`config.mk`:
```
export PLATFORM = sky130hd
export DESIGN_NAME = instr_encoder
export DESIGN_NICKNAME = d
export VERILOG_FILES = /design/src/rtl/instr_encoder_pkg.sv /design/src/rtl/instr_pack.sv /design/src/rtl/instr_encoder.sv
export SDC_FILE = /design/constraint.sdc
export NUM_CORES = 1
export LEC_CHECK = 0
export ABC_AREA = 1
export CORE_MARGIN = 2
export CORE_UTILIZATION = 50
export CTS_CLUSTER_SIZE = 8
export DETAILED_ROUTE_END_ITERATION = 7
export GPL_TIMING_DRIVEN = 0
export MAX_ROUTING_LAYER = met4
export PLACE_DENSITY = 0.81
export SYNTH_ARGS = -nofsm -noshare
export SYNTH_HDL_FRONTEND = slang
export SYNTH_HIERARCHICAL = 1
export SYNTH_SLANG_ARGS = --single-unit
```
`constraint.sdc`:
```
create_clock -name clk -period 5.4 [get_ports clk]
set_clock_uncertainty 0.1 [all_clocks]
set_input_delay 1.08 -clock clk [delete_from_list [all_inputs] [get_ports clk]]
set_output_delay 1.08 -clock clk [all_outputs]
set_load 0.02 [all_outputs]
```
`src/rtl/instr_encoder_pkg.sv`:
```
`default_nettype none
// ============================================================================
//  Module      : instr_encoder_pkg
//  Description : Shared definitions for the instruction encoder: format
//                codes, word prefixes, condition codes and error codes.
//  Revision    : 1.0 - initial release
// ============================================================================
package instr_encoder_pkg;

    // Instruction format selector carried on the fmt input
    typedef enum logic [2:0] {
        FMT_SINGLE      = 3'd0,
        FMT_SINGLE_BA   = 3'd1,
        FMT_DOUBLE      = 3'd2,
        FMT_TRIPLE      = 3'd3,
        FMT_DIRECT      = 3'd4,
        FMT_CONTROL     = 3'd5,
        FMT_CONTROL_OFF = 3'd6,
        FMT_ILLEGAL     = 3'd7
    } fmt_e;

    // Opcode prefixes occupying the top bits of each word layout
    localparam logic [2:0] c_pfx_single      = 3'b000;
    localparam logic [2:0] c_pfx_single_ba   = 3'b001;
    localparam logic [1:0] c_pfx_double      = 2'b01;
    localparam logic [1:0] c_pfx_triple      = 2'b10;
    localparam logic [1:0] c_pfx_direct      = 2'b11;
    localparam logic [4:0] c_pfx_control     = 5'b11110;
    localparam logic [4:0] c_pfx_control_off = 5'b11111;

    // Condition codes
    localparam logic [3:0] c_cond_always  = 4'b0110;
    localparam logic [3:0] c_cond_invalid = 4'b1110;

    // Error codes reported on err_code (first error wins)
    localparam logic [2:0] c_err_none   = 3'd0;
    localparam logic [2:0] c_err_cond   = 3'd1;
    localparam logic [2:0] c_err_fmt    = 3'd2;
    localparam logic [2:0] c_err_direct = 3'd3;
    localparam logic [2:0] c_err_full   = 3'd4;

endpackage
`default_nettype wire

```
`src/rtl/instr_pack.sv`:
```
`default_nettype none
// ============================================================================
//  Module      : instr_pack
//  Description : Purely combinational field-to-word packer with legality
//                check. Produces the 16-bit decoder word for one bundle and
//                a non-zero error code when the bundle cannot be encoded.
//  Revision    : 1.0 - initial release
// ============================================================================
module instr_pack
    import instr_encoder_pkg::*;
(
    input  logic [2:0]  fmt,
    input  logic [5:0]  subop,
    input  logic [3:0]  cond,
    input  logic [2:0]  rd,
    input  logic [2:0]  rb,
    input  logic [2:0]  ra,
    input  logic [3:0]  bitaddr,
    input  logic [11:0] addr12,
    output logic [15:0] word,
    output logic [2:0]  err_code
);

    // DIRECT words carry no condition field; the decoder treats them as
    // "always", so that is the condition that gets checked for them.
    logic [3:0] w_cond_eff;
    assign w_cond_eff = (fmt == FMT_DIRECT) ? c_cond_always : cond;

    // Pack the fields into the layout selected by fmt
    always_comb begin
        word = 16'h0000;
        case (fmt)
            FMT_SINGLE:      word = {c_pfx_single, subop[5:0], cond, rd};
            FMT_SINGLE_BA:   word = {c_pfx_single_ba, subop[1:0], cond, rd, bitaddr};
            FMT_DOUBLE:      word = {c_pfx_double, subop[3:0], cond, rd, ra};
            FMT_TRIPLE:      word = {c_pfx_triple, subop[0], cond, rd, rb, ra};
            FMT_DIRECT:      word = {c_pfx_direct, subop[1:0], addr12};
            FMT_CONTROL:     word = {c_pfx_control, 1'b0, subop[5:0], cond};
            FMT_CONTROL_OFF: word = {c_pfx_control_off, subop[3:0], cond, addr12[2:0]};
            default:         word = 16'h0000;
        endcase
    end

    // Encoding legality; when several apply the lowest code is reported
    always_comb begin
        err_code = c_err_none;
        if (w_cond_eff == c_cond_invalid) begin
            err_code = c_err_cond;
        end else if (fmt == FMT_ILLEGAL) begin
            err_code = c_err_fmt;
        end else if ((fmt == FMT_DIRECT) && (subop[1:0] == 2'b11)) begin
            err_code = c_err_direct;
        end
    end

endmodule
`default_nettype wire

```
`src/rtl/instr_encoder.sv`:
```
`default_nettype none
// ============================================================================
//  Module      : instr_encoder
//  Description : Program-loader front end. Accepts instruction field
//                bundles over valid/ready, packs them into 16-bit decoder
//                words and writes them (plus optional immediates)
//                sequentially into instruction RAM.
//  Options     : INSTR_ENCODER_CHECKSUM_EN adds a checksum output holding
//                the running XOR of every word written since start/reset.
//  Revision    : 1.0 - initial release
// ============================================================================
module instr_encoder
    import instr_encoder_pkg::*;
#(
    parameter int ADDR_W    = 12,
    parameter int MEM_DEPTH = 4096
) (
    input  logic              clk,
    input  logic              reset,
    input  logic              start,
    input  logic [ADDR_W-1:0] start_addr,
    input  logic              in_valid,
    output logic              in_ready,
    input  logic              in_last,
    input  logic [2:0]        fmt,
    input  logic [5:0]        subop,
    input  logic [3:0]        cond,
    input  logic [2:0]        rd,
    input  logic [2:0]        rb,
    input  logic [2:0]        ra,
    input  logic [3:0]        bitaddr,
    input  logic [11:0]       addr12,
    input  logic              has_imm,
    input  logic [15:0]       imm,
    output logic              ram_wren,
    output logic [ADDR_W-1:0] ram_addr,
    output logic [15:0]       ram_data,
    output logic [ADDR_W:0]   prog_len,
    output logic              busy,
    output logic              done,
    output logic              err,
    output logic [2:0]        err_code
`ifdef INSTR_ENCODER_CHECKSUM_EN
    ,
    output logic [15:0]       checksum
`endif
);

    localparam logic [1:0] c_st_idle = 2'd0;
    localparam logic [1:0] c_st_wr1  = 2'd1;
    localparam logic [1:0] c_st_wr2  = 2'd2;
    localparam logic [1:0] c_st_done = 2'd3;

    localparam logic [ADDR_W:0]   c_ptr_one = (ADDR_W+1)'(1);
    localparam logic [ADDR_W+1:0] c_depth   = (ADDR_W+2)'(MEM_DEPTH);

    logic [1:0]        r_state;
    logic [1:0]        w_next_state;
    logic [ADDR_W:0]   r_ptr;
    logic [ADDR_W:0]   r_prog_len;
    logic [15:0]       r_word;
    logic [15:0]       r_imm;
    logic              r_has_imm;
    logic              r_last;
    logic              r_err;
    logic [2:0]        r_err_code;

    logic [15:0]       w_word;
    logic [2:0]        w_pack_code;
    logic              w_pack_err;
    logic [ADDR_W+1:0] w_ptr_ext;
    logic [ADDR_W+1:0] w_space;
    logic [ADDR_W+1:0] w_need;
    logic              w_room_err;
    logic              w_bundle_err;
    logic [2:0]        w_new_code;
    logic              w_accept;
    logic              w_writing;

    instr_pack u_pack (
        .fmt      (fmt),
        .subop    (subop),
        .cond     (cond),
        .rd       (rd),
        .rb       (rb),
        .ra       (ra),
        .bitaddr  (bitaddr),
        .addr12   (addr12),
        .word     (w_word),
        .err_code (w_pack_code)
    );

    // Space check: no wrap-around, so a bundle needing more words than are
    // left below MEM_DEPTH is refused. A pointer started beyond the depth
    // counts as full rather than underflowing the subtraction.
    assign w_ptr_ext    = {1'b0, r_ptr};
    assign w_space      = c_depth - w_ptr_ext;
    assign w_need       = has_imm ? (ADDR_W+2)'(2) : (ADDR_W+2)'(1);
    assign w_room_err   = (w_ptr_ext > c_depth) || (w_space < w_need);
    assign w_pack_err   = (w_pack_code != c_err_none);
    assign w_bundle_err = w_pack_err || w_room_err;
    assign w_new_code   = w_pack_err ? w_pack_code : c_err_full;

    // start wins over a handshake, so nothing is consumed in a start cycle
    assign in_ready  = (r_state == c_st_idle) && !reset && !start;
    assign w_accept  = in_valid && in_ready;
    assign w_writing = ((r_state == c_st_wr1) || (r_state == c_st_wr2)) && !start && !reset;

    // State register
    always_ff @(posedge clk) begin
        if (reset) begin
            r_state <= c_st_idle;
        end else begin
            r_state <= w_next_state;
        end
    end

    // Next-state logic; an erroring bundle is consumed without a write
    always_comb begin
        w_next_state = r_state;
        case (r_state)
            c_st_idle: begin
                if (w_accept) begin
                    if (w_bundle_err) begin
                        w_next_state = in_last ? c_st_done : c_st_idle;
                    end else begin
                        w_next_state = c_st_wr1;
                    end
                end
            end
            c_st_wr1: begin
                if (r_has_imm) begin
                    w_next_state = c_st_wr2;
                end else begin
                    w_next_state = r_last ? c_st_done : c_st_idle;
                end
            end
            c_st_wr2:  w_next_state = r_last ? c_st_done : c_st_idle;
            c_st_done: w_next_state = c_st_done;
            default:   w_next_state = c_st_idle;
        endcase
        if (start) begin
            w_next_state = c_st_idle;
        end
    end

    // Datapath: bundle latch, write pointer, length and sticky error
    always_ff @(posedge clk) begin
        if (reset) begin
            r_ptr      <= '0;
            r_prog_len <= '0;
            r_word     <= '0;
            r_imm      <= '0;
            r_has_imm  <= 1'b0;
            r_last     <= 1'b0;
            r_err      <= 1'b0;
            r_err_code <= c_err_none;
        end else if (start) begin
            r_ptr      <= {1'b0, start_addr};
            r_prog_len <= '0;
            r_err      <= 1'b0;
            r_err_code <= c_err_none;
        end else begin
            if (w_accept) begin
                r_last <= in_last;
                if (w_bundle_err) begin
                    r_err <= 1'b1;
                    if (!r_err) begin
                        r_err_code <= w_new_code;
                    end
                end else begin
                    r_word    <= w_word;
                    r_imm     <= imm;
                    r_has_imm <= has_imm;
                end
            end
            if (w_writing) begin
                r_ptr      <= r_ptr + c_ptr_one;
                r_prog_len <= r_prog_len + c_ptr_one;
            end
        end
    end

    // Write port and status outputs, all forced quiet while reset is high
    always_comb begin
        ram_wren = w_writing;
        ram_addr = reset ? '0 : r_ptr[ADDR_W-1:0];
        ram_data = 16'h0000;
        if (w_writing) begin
            ram_data = (r_state == c_st_wr2) ? r_imm : r_word;
        end
        prog_len = reset ? '0 : r_prog_len;
        busy     = !reset && ((r_state == c_st_wr1) || (r_state == c_st_wr2));
        done     = !reset && (r_state == c_st_done);
        err      = !reset && r_err;
        err_code = reset ? c_err_none : r_err_code;
    end

`ifdef INSTR_ENCODER_CHECKSUM_EN
    logic [15:0] r_checksum;

    // Running XOR of every word that reaches the RAM
    always_ff @(posedge clk) begin
        if (reset || start) begin
            r_checksum <= 16'h0000;
        end else if (w_writing) begin
            r_checksum <= r_checksum ^ ram_data;
        end
    end

    assign checksum = r_checksum;
`endif

endmodule
`default_nettype wire

```
Word-level counts from Yosys, hierarchy flattened
Cells that the tools add are included.
{"block": "op_classes", "n_addsub": 3, "magnitude_cmp": 2, "eq_ne": 13, "n_mux": 20, "bitwise_logic": 3, "n_reduce_logical": 23}
{"op": "16-bit one-hot mux with 7 select lines", "n": 1}
{"op": "12-bit two-way mux", "n": 3}
{"op": "16-bit two-way mux", "n": 2}
{"op": "13-bit by 1-bit adder with 13-bit output, second input constant", "n": 2}
{"op": "14-bit by 2-bit < comparator with 1-bit output", "n": 1}
{"op": "2-bit two-way mux", "n": 7}
{"op": "13-bit by 13-bit subtractor with 14-bit output, first input constant", "n": 1}
{"op": "13-bit > comparator, second input constant", "n": 1}
{"op": "13-bit two-way mux", "n": 1}
{"op": "3-bit equality test, second input constant", "n": 4}
{"op": "3-bit two-way mux", "n": 4}
{"op": "1-bit logical AND", "n": 9}
{"op": "2-bit one-hot mux with 4 select lines", "n": 1}
{"op": "2-bit equality test, second input constant", "n": 3}
{"op": "3-bit by 2-bit equality test with 1-bit output, second input constant", "n": 2}
{"op": "3-bit AND reduction", "n": 2}
{"op": "4-bit equality test, second input constant", "n": 1}
{"op": "4-bit two-way mux", "n": 1}
{"op": "2-bit AND reduction", "n": 2}
{"op": "3-bit by 1-bit equality test with 1-bit output, second input constant", "n": 1}
{"op": "3-bit zero test", "n": 1}
{"op": "1-bit logical OR", "n": 3}
{"op": "1-bit NOT", "n": 3}
{"op": "3-bit nonzero test", "n": 1}
{"op": "other kinds (6)", "n": 7}
{"block": "word_totals", "ff_bits": 66, "input_bits": 72, "output_inout_bits": 49}

Depth between registers and ports, before layout
{"block": "depth", "depth_word": 10, "depth_mapped": 16, "ltp_nobuf": 16}

Cells and area by module
The synthesis kept the hierarchy.
{"mod": "instr_encoder", "n_inst": 1, "cells_per_inst": 576, "area_per_inst_um2": 3946.3, "seq_area_each_um2": 1321.3}
{"mod": "instr_pack", "n_inst": 1, "cells_per_inst": 211, "area_per_inst_um2": 1013.5, "seq_area_each_um2": 0.0}

Worst setup path before layout
Ideal clock, no wire load.
{"block": "synth_path", "path_type": "input -> output", "start": "input port start", "end": "output port ram_data[10]", "t_arrival_ns": 2.128, "required_time_ns": 4.220, "slack_ns": 2.092, "stages": 5, "n_path_buf": 2, "cell_sequence": "nor2_2 > nand2_1 > clkbuf_1 > clkbuf_1 > a21oi_1"}
{"block": "synth_between", "elab_chain_len": 4}
{"element": "start: declaration", "line_no": "instr_encoder.sv:20", "source": "input logic start,"}
{"element": "1-bit zero test", "line_no": "instr_encoder.sv:107", "source": "assign w_writing = ((r_state == c_st_wr1) || (r_state == c_st_wr2)) && !start && !reset;"}
{"element": "1-bit logical AND (2 in series)", "line_no": "instr_encoder.sv:107"}
{"element": "16-bit two-way mux", "line_no": "instr_encoder.sv:189", "source": "if (w_writing) begin"}
{"element": "end: declaration", "line_no": "instr_encoder.sv:37", "source": "output logic [15:0] ram_data,"}
Every way passes these cells.

Worst setup path in the final report
{"block": "layout_path", "start": "input port reset", "end": "output port ram_data[11]"}
{"block": "layout_between", "elab_chain_len": 3}
{"element": "start: declaration", "line_no": "instr_encoder.sv:19", "source": "input logic reset,"}
{"element": "1-bit zero test", "line_no": "instr_encoder.sv:107"}
{"element": "1-bit logical AND", "line_no": "instr_encoder.sv:107"}
{"element": "16-bit two-way mux", "line_no": "instr_encoder.sv:189"}
Every way passes these cells.

==> run summary <==
Final TNS setup = 0 ns
Initial DRT Pass Iterations = 6
clock root cell = clkbuf_8
Final Critical Period = 4.88 ns
post-CTS sizing = 0
Setup Viol. Count Final = 0
GRT Total Usage = 30.4%
CTS tree = built
WP buf/inv = 4
Post CTS Setup Buffer Count = 0
Setup crit end kind = output port
reg-to-reg endpoint = r_word[14]
most frequent cells in the layout = nand2_1 (224), clkdlybuf4s50_1 (117), nor2_1 (104)
Die Span Y = 104 um
status = finished clean
Worst Path Arrival = 3.70 ns
Setup CP Type = primary input to output port
peak supply drop = 0.000108 V
CTS Hold Bufs = 0
fin nets = 996
Slew HR = 55.6%
crit path max fanout = 10
Slew @ Worst Pin = 0.667 ns
global-route wire length before repair = 26400 um
vias in the first global route = 5529
Starting Density = 51.2%
Reg2Reg Launch Point = r_ptr[0]
DRT iter0 DRCs = 325
critical path startpoint category = primary input
Seq cells post-synth = 66
pre-CTS WS = 0.661 ns
Core ar. = 9680 um^2
WHS Endpoint = r_word[3]
Area Overhead vs Synth = 30.9%
max-cap viol count = 0
antenna viol nets, final = 0
# fillers = 857
slowest stage delay, CP = 0.69 ns
DR WL/cell = 15.0 um
top cells by area, synth = dfxtp_1 (27%), nand2_1 (17%), nor2_1 (7.9%)
top-area cell type share of the netlist area = 26.6%
Die W = 104 um
Pleak = 2.58 nW
clock-pin slew on the worst setup and hold paths = 0.07 ns
grt ovf = 0
Ys Warns = 6
Seq pwr share = 40.8%
CTS max path bufs = 2
combinational fraction of design power = 25.6%
EDFF count, synth = 0
Final Hold Fails = 0
R2R setup slack = 2.93 ns
largest net degree at the start of global routing = 13
ys async rst share = 0%
share of cells above drive strength 1 = 12.5%
routed vias/inst = 5.43
fmax = 0.205 GHz
CTS Buf Count = 9
CP cell instances = clkdlybuf4s50_1 -> nor2_2 -> nand2_1 -> clkbuf_1 -> clkbuf_1 -> a21oi_1 -> clkdlybuf4s50_1
number of port buffers = 117
routed wire length = 15800 um
Worst path slowest cell = clkdlybuf4s50_1
drc violations = 0
initial antenna violation count = 0
routability-driven placement congestion ratio = 0.976
CTS sink cnt = 66
via count of the routed design = 5713
number of top-level pins = 121
register area share after synthesis = 26.6%
Post-Syn Instances = 787
Clock Power Share = 33.6%
Most used DFF post-synth = dfxtp_1
commonest non-fill, non-tap cell in the layout = nand2_1
Worst path top cell family by delay = buffers and inverters
setup ws final = 0.518 ns
hold depth = 2
Yosys cell types = 37
Cell Area, Synth = 4960 um^2
# diodes = 0
die area = 10700 um^2
Hold Crit Class = register to register
syn avg cell area = 6.30 um^2
Sw Ratio = 32.9%
biggest area consumer among synthesized cells = dfxtp_1
unrepaired setup endpoints after global routing = false
htree depth = 3
depth of the most critical reg-to-reg path = 14
DP HPWL = 11900 um
PwrDens = 193 nW/um^2
Hold Crit Start = r_word[3]
internal power contribution = 0.842 mW
CP required = 4.22 ns
Final Max Slew Viols = 0
Switch Pwr = 0.413 mW
Syn Nets = 868
clk_lat worst skew = 0.36 ns
Final period util = 90.4%
num rows = 36
## state kept, by name, summed over array words and instances, names as in the netlist
name / flops
r_err_code: 3
r_prog_len: 13
r_imm: 16
r_last: 1
r_word: 16
r_err: 1
r_state: 2
r_ptr: 13
r_has_imm: 1
## synth_stat cells (2+ instances only)
| master | number |
|---|---|
| a211oi_1 | 3 |
| a21oi_1 | 57 |
| a21oi_2 | 14 |
| a22oi_1 | 2 |
| a31oi_1 | 9 |
| buf_12 | 2 |
| buf_2 | 11 |
| buf_4 | 8 |
| buf_6 | 6 |
| clkbuf_1 | 16 |
| clkbuf_8 | 2 |
| clkinv_1 | 2 |
| dfxtp_1 | 66 |
| ha_1 | 9 |
| inv_1 | 62 |
| inv_2 | 11 |
| nand2_1 | 224 |
| nand2_2 | 4 |
| nand2_4 | 2 |
| nand3_1 | 60 |
| nand3_2 | 23 |
| nand3_4 | 2 |
| nand3b_1 | 3 |
| nand4_1 | 41 |
| nor2_1 | 104 |
| nor2_2 | 8 |
| nor2_4 | 2 |
| nor3_1 | 5 |
| nor4_1 | 3 |
| o21ai_0 | 15 |
| xor2_1 | 5 |
## layer usage
layer,up-vias,track usage (%),wire [um],part of all wire [%]
met1,2628,39.8,7110,45
met5,-,-,0,0
met3,15,5.41,1200,7.6
li1,2820,-,-,-
met4,0,8.01,176,1.1
met2,250,48.6,7290,46
## cell type report
type / count / area [um^2] / share of cell area (%)
repair buffers: 117 / 1170 / 18.0
clock buffers: 9 / 124 / 1.91
inverters: 76 / 290 / 4.47
flip-flops and latches: 66 / 1320 / 20.4
plain buffers: 46 / 325 / 5.01
clock inverters: 7 / 70.1 / 1.08
well taps: 133 / 166 / 2.56
multi-input cells: 599 / 3020 / 46.6
## cells by family after synthesis
kind of cell             Yosys count  share of synthesized area [%]
AND/OR/NAND/NOR                  483                           45.9
buffers and inverters            122                           12.4
AO/OA/AOI/OAI                    101                           11.8
flip-flops                        66                           26.6
adder cells (fa/ha/maj)            9                           2.27
XOR/XNOR                           5                          0.883
other                              1                         0.0756
## power groups by stage
stage	Sequential, mW	Combinational, mW	Clock, mW
floorplan	0.520	0.195	0
global placement	0.522	0.313	0
detailed placement	0.523	0.316	0
CTS	0.512	0.318	0.424
global route	0.514	0.354	0.447
finish	0.512	0.322	0.422
## per-stage QoR
step / power [mW] / instance area (um^2) / std cells / hold WS [ns] / utilization, %
floorplan: 0.714 / 4960 / 787 / 0.332 / -
global placement: 0.835 / 6300 / 1037 / 0.348 / 65.0
detailed placement: 0.839 / 6300 / 1037 / 0.357 / 65.0
CTS: 1.25 / 6490 / 1053 / 0.368 / 67.0
global route: 1.31 / 6490 / 1053 / 0.389 / 67.0
finish: 1.26 / 6490 / 1053 / 0.372 / 67.0
## tightest hold or removal path, cell delays in order (launching register included)
cell     delay (ns)
dfxtp_1        0.31
nand2_1        0.06
a21oi_1        0.05
## worst max-delay path by stage
stage / startpoint / cells past startpoint / end / slack (ns)
floorplan: start / 5 / ram_data[10] / 2.09
global placement: start / 7 / ram_data[8] / 0.70
CTS: start / 7 / ram_data[11] / 0.55
finish: reset / 7 / ram_data[11] / 0.52
detailed placement: start / 7 / ram_data[11] / 0.66
global route: start / 7 / ram_data[11] / 0.38
Power figures use the tool's default switching activity.
